--- src/rtl/apb_uart_tx_pkg.sv ---
// Shared constants, register addresses and types for the APB UART transmitter.
// Also holds the helpers used by the register decode and by the frame setup logic.
package apb_uart_tx_pkg;

   localparam int unsigned FIFO_DEPTH = 4;
   localparam int unsigned PTR_W      = 2;
   localparam int unsigned CNT_W      = 3;
   localparam int unsigned DATA_W     = 8;
   localparam int unsigned ADDR_W     = 3;
   localparam int unsigned BP_W       = 14;
   localparam int unsigned DS_W       = 4;
   localparam int unsigned BIT_W      = 3;

   localparam logic [BP_W-1:0] BP_RST    = BP_W'(10);
   localparam logic [DS_W-1:0] DSIZE_RST = DS_W'(8);
   localparam logic [BP_W-1:0] BP_MIN    = BP_W'(2);

   localparam logic [ADDR_W-1:0] ADDR_STATUS = ADDR_W'(0);
   localparam logic [ADDR_W-1:0] ADDR_ERROR  = ADDR_W'(1);
   localparam logic [ADDR_W-1:0] ADDR_BP_LO  = ADDR_W'(2);
   localparam logic [ADDR_W-1:0] ADDR_BP_HI  = ADDR_W'(3);
   localparam logic [ADDR_W-1:0] ADDR_DSIZE  = ADDR_W'(4);
   localparam logic [ADDR_W-1:0] ADDR_TXDATA = ADDR_W'(6);

   typedef enum logic [1:0] {IDLE, START, DATA, STOP} tx_state_t;

   // STATUS register layout, LSB last
   typedef struct packed {
      logic [1:0]       rsvd;
      logic [CNT_W-1:0] count;
      logic             empty;
      logic             full;
      logic             busy;
   } status_t;

   function automatic logic dsize_legal(input logic [DATA_W-1:0] v);
      return (v == DATA_W'(5)) || (v == DATA_W'(7)) || (v == DATA_W'(8));
   endfunction

   function automatic logic [BP_W-1:0] eff_period(input logic [BP_W-1:0] bp);
      return (bp < BP_MIN) ? BP_MIN : bp;
   endfunction

endpackage

--- src/rtl/uart_tx_fifo.sv ---
// 4 x 8 circular transmit buffer; a push while full is accepted only alongside a pop.
module uart_tx_fifo
   import apb_uart_tx_pkg::*;
(
   input  logic              clk,
   input  logic              rst,
   input  logic              push,
   input  logic              pop,
   input  logic [DATA_W-1:0] wdata,
   output logic [DATA_W-1:0] head_c,
   output logic              full,
   output logic              empty,
   output logic [CNT_W-1:0]  count
);

   logic [DATA_W-1:0] mem [FIFO_DEPTH];
   logic [PTR_W-1:0]  wr_ptr;
   logic [PTR_W-1:0]  rd_ptr;
   logic              push_ok;
   logic              pop_ok;
   logic [CNT_W-1:0]  count_nx;

   assign pop_ok  = pop & ~empty;
   assign push_ok = push & (~full | pop_ok);
   assign head_c  = mem[rd_ptr];

   always_comb begin
      count_nx = count;
      case ({push_ok, pop_ok})
         2'b10:   count_nx = count + CNT_W'(1);
         2'b01:   count_nx = count - CNT_W'(1);
         default: count_nx = count;
      endcase
   end

   always_ff @(posedge clk or posedge rst) begin
      if (rst) begin
         wr_ptr <= '0;
         rd_ptr <= '0;
         count  <= '0;
         full   <= 1'b0;
         empty  <= 1'b1;
      end else begin
         if (push_ok) wr_ptr <= wr_ptr + PTR_W'(1);
         if (pop_ok)  rd_ptr <= rd_ptr + PTR_W'(1);
         count <= count_nx;
         full  <= (count_nx == CNT_W'(FIFO_DEPTH));
         empty <= (count_nx == '0);
      end
   end

   // Storage needs no reset; contents are only read when count is non-zero
   always_ff @(posedge clk) begin
      if (push_ok) mem[wr_ptr] <= wdata;
   end

endmodule

--- src/rtl/apb_uart_tx.sv ---
// APB-programmable UART transmitter: register decode, config, FIFO and frame serialiser.
// Frames are start bit, LSB-first data, one stop bit; period and size latched per frame.
module apb_uart_tx
   import apb_uart_tx_pkg::*;
(
   input  logic              clk,
   input  logic              rst,
   input  logic              psel,
   input  logic              penable,
   input  logic              pwrite,
   input  logic [ADDR_W-1:0] paddr,
   input  logic [DATA_W-1:0] pwdata,
   output logic [DATA_W-1:0] prdata,
   output logic              pslverr,
   output logic              serial_out
);

   tx_state_t         state, state_nx;
   logic [BP_W-1:0]   bit_period;
   logic [DS_W-1:0]   dsize;
   logic              overflow;

   logic [BP_W-1:0]   cnt, cnt_nx;
   logic [BP_W-1:0]   per, per_nx;
   logic [DS_W-1:0]   ds, ds_nx;
   logic [BIT_W-1:0]  bit_idx, bit_nx;
   logic [DATA_W-1:0] shift, shift_nx;
   logic              line_nx;
   logic              period_done;
   logic              pop;

   logic [DATA_W-1:0] fifo_head;
   logic              fifo_full;
   logic              fifo_empty;
   logic [CNT_W-1:0]  fifo_count;

   logic              err;
   logic [DATA_W-1:0] rd_data;
   logic              access;
   logic              wr_commit;
   logic              rd_commit;
   logic              push_req;
   status_t           status;

   assign status = '{rsvd: 2'b00, count: fifo_count, empty: fifo_empty,
                     full: fifo_full, busy: (state != IDLE)};

   // Address decode, error detection and combinational read data
   always_comb begin
      err     = 1'b0;
      rd_data = '0;
      prdata  = '0;
      pslverr = 1'b0;
      case (paddr)
         ADDR_STATUS: if (pwrite) err = 1'b1; else rd_data = status;
         ADDR_ERROR:  if (pwrite) err = 1'b1; else rd_data = {7'b0, overflow};
         ADDR_BP_LO:  rd_data = bit_period[7:0];
         ADDR_BP_HI:  rd_data = {2'b00, bit_period[BP_W-1:8]};
         ADDR_DSIZE: begin
            rd_data = DATA_W'(dsize);
            if (pwrite && !dsize_legal(pwdata)) err = 1'b1;
         end
         ADDR_TXDATA: if (!pwrite) err = 1'b1;
         default:     err = 1'b1;
      endcase
      if (psel) begin
         pslverr = err;
         prdata  = (pwrite || err) ? '0 : rd_data;
      end
   end

   assign access    = psel & penable & ~err;
   assign wr_commit = access & pwrite;
   assign rd_commit = access & ~pwrite;
   assign push_req  = wr_commit & (paddr == ADDR_TXDATA);

   // Config registers and sticky overflow; a new overflow beats a clearing read
   always_ff @(posedge clk or posedge rst) begin
      if (rst) begin
         bit_period <= BP_RST;
         dsize      <= DSIZE_RST;
         overflow   <= 1'b0;
      end else begin
         if (wr_commit && paddr == ADDR_BP_LO) bit_period[7:0]      <= pwdata;
         if (wr_commit && paddr == ADDR_BP_HI) bit_period[BP_W-1:8] <= pwdata[5:0];
         if (wr_commit && paddr == ADDR_DSIZE) dsize                <= DS_W'(pwdata);
         if (push_req && fifo_full && !pop)
            overflow <= 1'b1;
         else if (rd_commit && paddr == ADDR_ERROR)
            overflow <= 1'b0;
      end
   end

   uart_tx_fifo u_fifo (
      .clk    (clk),
      .rst    (rst),
      .push   (push_req),
      .pop    (pop),
      .wdata  (pwdata),
      .head_c (fifo_head),
      .full   (fifo_full),
      .empty  (fifo_empty),
      .count  (fifo_count)
   );

   assign period_done = (cnt == per - BP_W'(1));

   always_ff @(posedge clk or posedge rst) begin
      if (rst) state <= IDLE;
      else     state <= state_nx;
   end

   // Frame sequencing; loading a frame pops the FIFO and latches period/size
   always_comb begin
      state_nx = state;
      cnt_nx   = cnt;
      per_nx   = per;
      ds_nx    = ds;
      bit_nx   = bit_idx;
      shift_nx = shift;
      pop      = 1'b0;
      line_nx  = 1'b1;
      case (state)
         IDLE: begin
            if (!fifo_empty) begin
               pop      = 1'b1;
               shift_nx = fifo_head;
               per_nx   = eff_period(bit_period);
               ds_nx    = dsize;
               cnt_nx   = '0;
               state_nx = START;
            end
         end
         START: begin
            if (period_done) begin
               cnt_nx   = '0;
               bit_nx   = '0;
               state_nx = DATA;
            end else begin
               cnt_nx = cnt + BP_W'(1);
            end
         end
         DATA: begin
            if (period_done) begin
               cnt_nx = '0;
               if (DS_W'(bit_idx) == ds - DS_W'(1)) begin
                  state_nx = STOP;
               end else begin
                  shift_nx = shift >> 1;
                  bit_nx   = bit_idx + BIT_W'(1);
               end
            end else begin
               cnt_nx = cnt + BP_W'(1);
            end
         end
         STOP: begin
            if (period_done) begin
               cnt_nx = '0;
               if (!fifo_empty) begin
                  pop      = 1'b1;
                  shift_nx = fifo_head;
                  per_nx   = eff_period(bit_period);
                  ds_nx    = dsize;
                  state_nx = START;
               end else begin
                  state_nx = IDLE;
               end
            end else begin
               cnt_nx = cnt + BP_W'(1);
            end
         end
         default: state_nx = IDLE;
      endcase
      case (state_nx)
         START:   line_nx = 1'b0;
         DATA:    line_nx = shift_nx[0];
         default: line_nx = 1'b1;
      endcase
   end

   // Serialiser datapath; the line is registered so it tracks the FSM state exactly
   always_ff @(posedge clk or posedge rst) begin
      if (rst) begin
         cnt        <= '0;
         per        <= BP_RST;
         ds         <= DSIZE_RST;
         bit_idx    <= '0;
         shift      <= '0;
         serial_out <= 1'b1;
      end else begin
         cnt        <= cnt_nx;
         per        <= per_nx;
         ds         <= ds_nx;
         bit_idx    <= bit_nx;
         shift      <= shift_nx;
         serial_out <= line_nx;
      end
   end

endmodule

--- config.mk ---
export PLATFORM = sky130hd
export DESIGN_NAME = apb_uart_tx
export DESIGN_NICKNAME = d
export VERILOG_FILES = /design/src/rtl/apb_uart_tx_pkg.sv /design/src/rtl/uart_tx_fifo.sv /design/src/rtl/apb_uart_tx.sv
export SDC_FILE = /design/constraint.sdc
export NUM_CORES = 1
export LEC_CHECK = 0
export BUFFER_PORTS_ARGS = -buffer_cell sky130_fd_sc_hd__buf_2
export CORE_ASPECT_RATIO = 0.75
export CORE_MARGIN = 5
export CORE_UTILIZATION = 62
export CTS_BUF_LIST = sky130_fd_sc_hd__clkbuf_4 sky130_fd_sc_hd__clkbuf_8
export CTS_CLUSTER_DIAMETER = 150
export DETAILED_ROUTE_END_ITERATION = 10
export PLACE_DENSITY = 0.8
export REMOVE_ABC_BUFFERS = 1
export SLEW_MARGIN = 0
export SYNTH_ARGS = -nofsm -noshare
export SYNTH_HDL_FRONTEND = slang
export SYNTH_HIERARCHICAL = 1
export SYNTH_SLANG_ARGS = --single-unit
--- constraint.sdc ---
create_clock -name clk -period 6 [get_ports clk]
set_clock_uncertainty 0.2 [all_clocks]
set_input_delay 0.9 -clock clk [delete_from_list [all_inputs] [get_ports clk]]
set_output_delay 0.9 -clock clk [all_outputs]
set_load 0.1 [all_outputs]
Yosys cells after proc, flatten, opt, wreduce, memory -nomap -nowiden

Memory sizes are Yosys's and may differ from the RTL's.
Index checks and enable logic that the tools add are counted.

Bits in registers: 74
Bits in writable memories: 32
Input port bits: 16
Output and inout port bits: 10
Logic and storage cells: 133
Memories: 1

$add $sub $neg: 8
$lt $le $gt $ge: 1
Equality and inequality tests: 23
Muxes and demuxes: 45
Bitwise operators: 12
Reductions and logical operators: 26

Memory list:

| name       | words | width | rd ports | clocked after memory_dff | write ports | RTL line           | source |
|---|---|---|---|---|---|---|---|
| u_fifo.mem | 4     | 8     | 1        | 0                        | 1           | uart_tx_fifo.sv:16 | `logic [DATA_W-1:0] mem [FIFO_DEPTH];` |

Operators by type and width:

| operator                | number |
|---|---|
| $mux W14                | 5 |
| $pmux W14 S2            | 2 |
| $mux W8                 | 6 |
| $pmux W8 S5             | 1 |
| $pmux W8 S3             | 1 |
| $eq A8 B3 Y1 const B    | 2 |
| $add A14 B1 Y14 const B | 1 |
| $eq A14 B14 Y1          | 1 |
| $lt A14 B2 Y1 const B   | 1 |
| $sub A14 B1 Y14 const B | 1 |
| $mux W1                 | 12 |
| $pmux W3 S2             | 2 |
| $mux W2                 | 5 |
| $ne A2 B2 Y1 const B    | 5 |
| $eq A3 B3 Y1 const B    | 3 |
| $mux W3                 | 3 |
| $eq A2 B2 Y1 const B    | 4 |
| $eq A8 B4 Y1 const B    | 1 |
| $mux W4                 | 2 |
| $pmux W2 S4             | 1 |
| $pmux W4 S2             | 1 |
| $reduce_and A4 Y1       | 2 |
| $reduce_bool A2 Y1      | 4 |
| $and A1 B1 Y1           | 7 |
| other kinds (22)        | 42 |

Depth between registers and ports, before layout

Depth in word-level cells: 15
Gate-level depth with buffers: 19
Mapped depth without buffers: 18

Cells and area by module

The synthesis kept the hierarchy.

Modules (own cells, without submodules):

| module       | times used | cells an instance | area an instance (um^2) | seq. area each (um^2) |
|---|---|---|---|---|
| apb_uart_tx  | 1          | 420               | 4,007.6                 | 1,635.3 |
| uart_tx_fifo | 1          | 89                | 1,685.4                 | 1,187.4 |

Least setup slack after synthesis

OpenSTA, ideal clock, no wires.

Path type: input port to output port
From: input port paddr[0]
To: output port prdata[6]
Arrival time: 4,408 ps
Data required time: 4,900 ps
Setup slack: 492 ps
Stages: 4
Buffers on the path: 1
Cells stage by stage: clkbuf_1 > o21ai_0 > nand3_1 > nor4bb_1

Cells in the longest elaborated chain, start to end: 6
Elaborated cells on any way between the ends: 13
Classes of those cells: eq/ne: 5; mux: 4; reduce/logical: 4

RTL lines:

| what                                 | RTL line          | source |
|---|---|---|
| start, declared                      | apb_uart_tx.sv:11 | `input logic [ADDR_W-1:0] paddr,` |
| $eq A3 B2 Y1 (tied with other cells) | apb_uart_tx.sv:54 | `case (paddr)` |
| $reduce_or A2 Y1 (no source line)    | n/a               |  |
| $pmux W1 S4                          | apb_uart_tx.sv:54 |  |
| $logic_or A1 B1 Y1                   | apb_uart_tx.sv:68 | `prdata = (pwrite \|\| err) ? '0 : rd_data;` |
| $mux W8 (*)                          | apb_uart_tx.sv:68 |  |
| $mux W8 (*)                          | apb_uart_tx.sv:66 | `if (psel) begin` |
| end, declared                        | apb_uart_tx.sv:13 | `output logic [DATA_W-1:0] prdata,` |

Every way passes the cells marked *; elsewhere a longest branch is shown, timed or not.

Worst setup path after layout

From: register per[0]
To: register u_fifo.full

Cells in the longest elaborated chain, start to end: 10
Elaborated cells on any way between the ends: 11
Classes of those cells: add/sub: 1; eq/ne: 4; mux: 3; bitwise: 3

RTL lines:

| what                                                | RTL line           | source |
|---|---|---|
| start, declared                                     | apb_uart_tx.sv:24  | `logic [BP_W-1:0] per, per_nx;` |
| start signal, assigned                              | apb_uart_tx.sv:192 | `per <= per_nx;` |
| $sub A14 B1 Y14 (*)                                 | apb_uart_tx.sv:106 | `assign period_done = (cnt == per - BP_W'(1));` |
| $eq A14 B14 Y1 (*)                                  | apb_uart_tx.sv:106 |  |
| $mux W1 (*)                                         | apb_uart_tx.sv:157 | `if (period_done) begin` |
| $pmux W1 S2 (*)                                     | apb_uart_tx.sv:123 | `case (state)` |
| via pop                                             | apb_uart_tx.sv:30  | `logic pop;` |
| $and A1 B1 Y1 (*)                                   | uart_tx_fifo.sv:23 | `assign pop_ok = pop & ~empty;` |
| via u_fifo.pop_ok                                   | uart_tx_fifo.sv:20 | `logic pop_ok;` |
| $or A1 B1 Y1                                        | uart_tx_fifo.sv:24 | `assign push_ok = push & (~full \| pop_ok);` |
| $and A1 B1 Y1                                       | uart_tx_fifo.sv:24 |  |
| $eq A2 B1 Y1 / $eq A2 B2 Y1 (equally long branches) | uart_tx_fifo.sv:29 | `case ({push_ok, pop_ok})` |
| $pmux W3 S2 (*)                                     | uart_tx_fifo.sv:29 |  |
| $eq A3 B3 Y1 (*)                                    | uart_tx_fifo.sv:47 | `full <= (count_nx == CNT_W'(FIFO_DEPTH));` |
| end signal, assigned                                | uart_tx_fifo.sv:47 |  |
| end, declared                                       | uart_tx_fifo.sv:11 | `output logic full,` |

Mark *: on every way through the listed nets, which the timed path passes. The rest lies on a longest branch.
A chain may end at the register's enable or synchronous reset.

==> metrics.txt <==
Tightest Hold Check Type in2async; GP Congestion 0.860; Clock Tree Root clkbuf_8; critical-path cell with the highest stage delay or4b_1; Sink Count about 110; WL per Instance 19.2 um; Total Neg Setup Slack 0 ns; TritonCTS Buffers 9; Mapped Area about 5700 um^2; Filler cells 648; most frequent cell after synthesis dfrtp_1; final hold vios 0; worst-path fanout max 13; row cnt 30; Hold Slack 0.266 ns; vias in the first global route between 3,000 and 4,000; Combinational Power Share a little under two fifths; first-pass detailed-route iteration total 5; initial antenna violation count 0; Max Cap Violations 0; CTS tree done; most frequent cells after synthesis dfrtp_1 (66), nor2_1 (39), mux2_2 (33); Routed WL 12,300 um; CP cell instances inv_1 > ha_1 > or4b_1 > nor3_1 > xnor2_1 > nand4_1 > nor4_4 > buf_4 > a21oi_2 > nor3_1 > nor2b_4 > o21a_4 > inv_1 > ha_1 > inv_1 > fa_1 > and3b_1 > a32oi_1 > o21ai_1; antenna-violating nets left 0; Synth top area share 29.0%; # nets final 557; CP startpoint kind flop; slack of the critical path 0.723 ns; Area growth syn-to-layout 6.97%; critical path type reg2reg; critical path data arrival time roughly 5.4 ns; PD cells 416 nW/um^2; Sw Share 39.6%; hold_buf cts 0; DIE AREA 11,200 um^2; area of the multi-input gates 2660 um^2; Buffers & Inverters on Critical Path 4; Max Freq 190 MHz; Clock transition at path regs 0.11 ns; Reg power frac a little over two fifths; Total Routing Usage GR 23.8%; vias after detailed routing ~4,100; CP most frequent cell inv_1; H-tree depth 3; Worst setup EP type flop; Vias per Instance 6.42; DR DRC count 0; starting DRC count in detailed routing 335; Max-Slew Margin vs Limit 17.7%; RSZ-0062 raised after global routing no; status finished, final reports clean; layout cell share with drive strength beyond 1 20.0%; register area 2820 um^2; Pins Over Slew Limit 0; part of the power in the clock network 18.5%; post-CTS setup buffers 0; Clk Latency, worst-skew pair 0.39 ns; CP required 6.07 ns; Die Span Y 93.0 um; post-synthesis cell count 509; top cell type by total area after synthesis dfrtp_1; num ports 26; clock buffer depth 2; worst slew pin tran 1.22 ns; hpwl dp slightly below 9000 um; Seq cells post-synth 106; ys async rst share 69.8%; synth warn 6; sequential share of the synthesized area 49.6%; VDD IR max between 0.0002 and 0.0003 V; largest net degree at the start of global routing 66; P_leak 2.42 nW; CP peak stage delay 0.59 ns; Gates resized, CTS repair 0; dpl ws 0.907 ns; Internal 1.53 mW; largest cells by area after synthesis dfrtp_1 (29%), edfxtp_1 (17%), mux2_2 (6.5%); antenna fix cells 0; Crit path max-delay family simple AND/OR/NAND/NOR gates; Tcrit/Tclk final 87.9%; core area 9010 um^2; Final min period 5.28 ns; first-pass GRT wire length 20,800 um; initial core utilization between 60 and 70%; top_reg_cell synth dfrtp_1; Buffers on Ports 25; Post-synth EDFFs 32; Mapped Avg Cell Area 11.2 um^2; Cell variety after synth 68; net switching power 1.00 mW; global route overflow 0; Final setup viols 0; Die W ~120 um
power by group through the flow:
stage	clock [mW]	sequential (mW)	combinational, mW
after detailed placement	0	1.11	0.950
after CTS	0.478	1.10	0.961
after floorplan	0	1.07	0.738
final	0.468	1.10	0.967
after global placement	0	1.10	0.907
after global routing	0.511	1.13	1.07
worst paths after layout:
kind                                            from                      endpoint  slack, ns  cells past startpoint
min in group clk           u_fifo/count[2]$_DFF_PP0_        u_fifo/empty$_DFF_PP1_       0.31                      1
min                                              rst  u_fifo/rd_ptr[1]$_DFFE_PP0P_       0.27                      2
max                               per[0]$_DFFE_PP0P_         u_fifo/full$_DFF_PP0_       0.72                     19
max in group asynchronous                        rst          shift[3]$_DFFE_PP0P_       4.51                      3
max reg2reg                       per[0]$_DFFE_PP0P_         u_fifo/full$_DFF_PP0_       0.72                     19
min reg2reg                u_fifo/count[2]$_DFF_PP0_        u_fifo/empty$_DFF_PP1_       0.31                      1
layout make-up:
class,count,share of cell area (%)
multi-input combinational,351,43.6
clock buffer,9,2.03
clock inverter,7,1.50
inverter,29,1.79
tap,112,2.30
sequential,106,46.4
timing repair buffer,28,2.42
registers in the layout, summed over array words and instances (netlist names):
register and flops:
per 14, u_fifo/count 3, serial_out 1, bit_period 14, u_fifo/empty 1, u_fifo/full 1, overflow 1, u_fifo/wr_ptr 2
u_fifo/mem 32, state 2, dsize 4, bit_idx 3, ds 4, shift 8, cnt 14, u_fifo/rd_ptr 2
routing by layer:
| layer | global-route usage [%] | vias to the layer above | part of all wire (%) |
|---|---|---|---|
| met5 | 0 | - | 0 |
| met4 | 6.32 | 0 | 1.7 |
| met3 | 6.23 | 20 | 6.1 |
| met2 | 35.3 | 158 | 45 |
| met1 | 35.2 | 2037 | 48 |
| li1 | - | 1909 | - |
logic make-up (layout without fill, tap and decap cells):
| family | count (synthesis) | count (layout) | synth area share [%] |
|---|---|---|---|
| DFF | 106 | 106 | 49.6 |
| muxes | 49 | 49 | 11.2 |
| buffers and inverters | 52 | 73 | 3.78 |
| xor gates and xnor gates | 32 | 32 | 4.92 |
| AOI/OAI and AO/OA | 92 | 92 | 11.6 |
| adders and majority gates | 16 | 16 | 3.65 |
| and+or+nand+nor | 162 | 162 | 15.3 |
through the flow:
stage | area [um^2] | power [mW] | util, % | cells
global route | 6090 | 2.70 | 67.6 | 642
detailed placement | 5870 | 2.06 | 65.2 | 626
CTS | 6090 | 2.53 | 67.6 | 642
finish | 6090 | 2.54 | 67.6 | 642
floorplan | 5590 | 1.81 | - | 486
global placement | 5870 | 2.01 | 65.2 | 626
placed cells by master, fill, tap and decap left out, types with 22 or more instances in the layout:
cell type  count
xnor2_1       22
nand3_1       22
dfrtp_1       66
buf_2         25
o21ai_0       22
nand2_1       25
inv_1         28
nor3_1        27
edfxtp_1      32
mux2_2        33
nor2_1        39
Note: power is estimated with default switching activity, not from simulation.
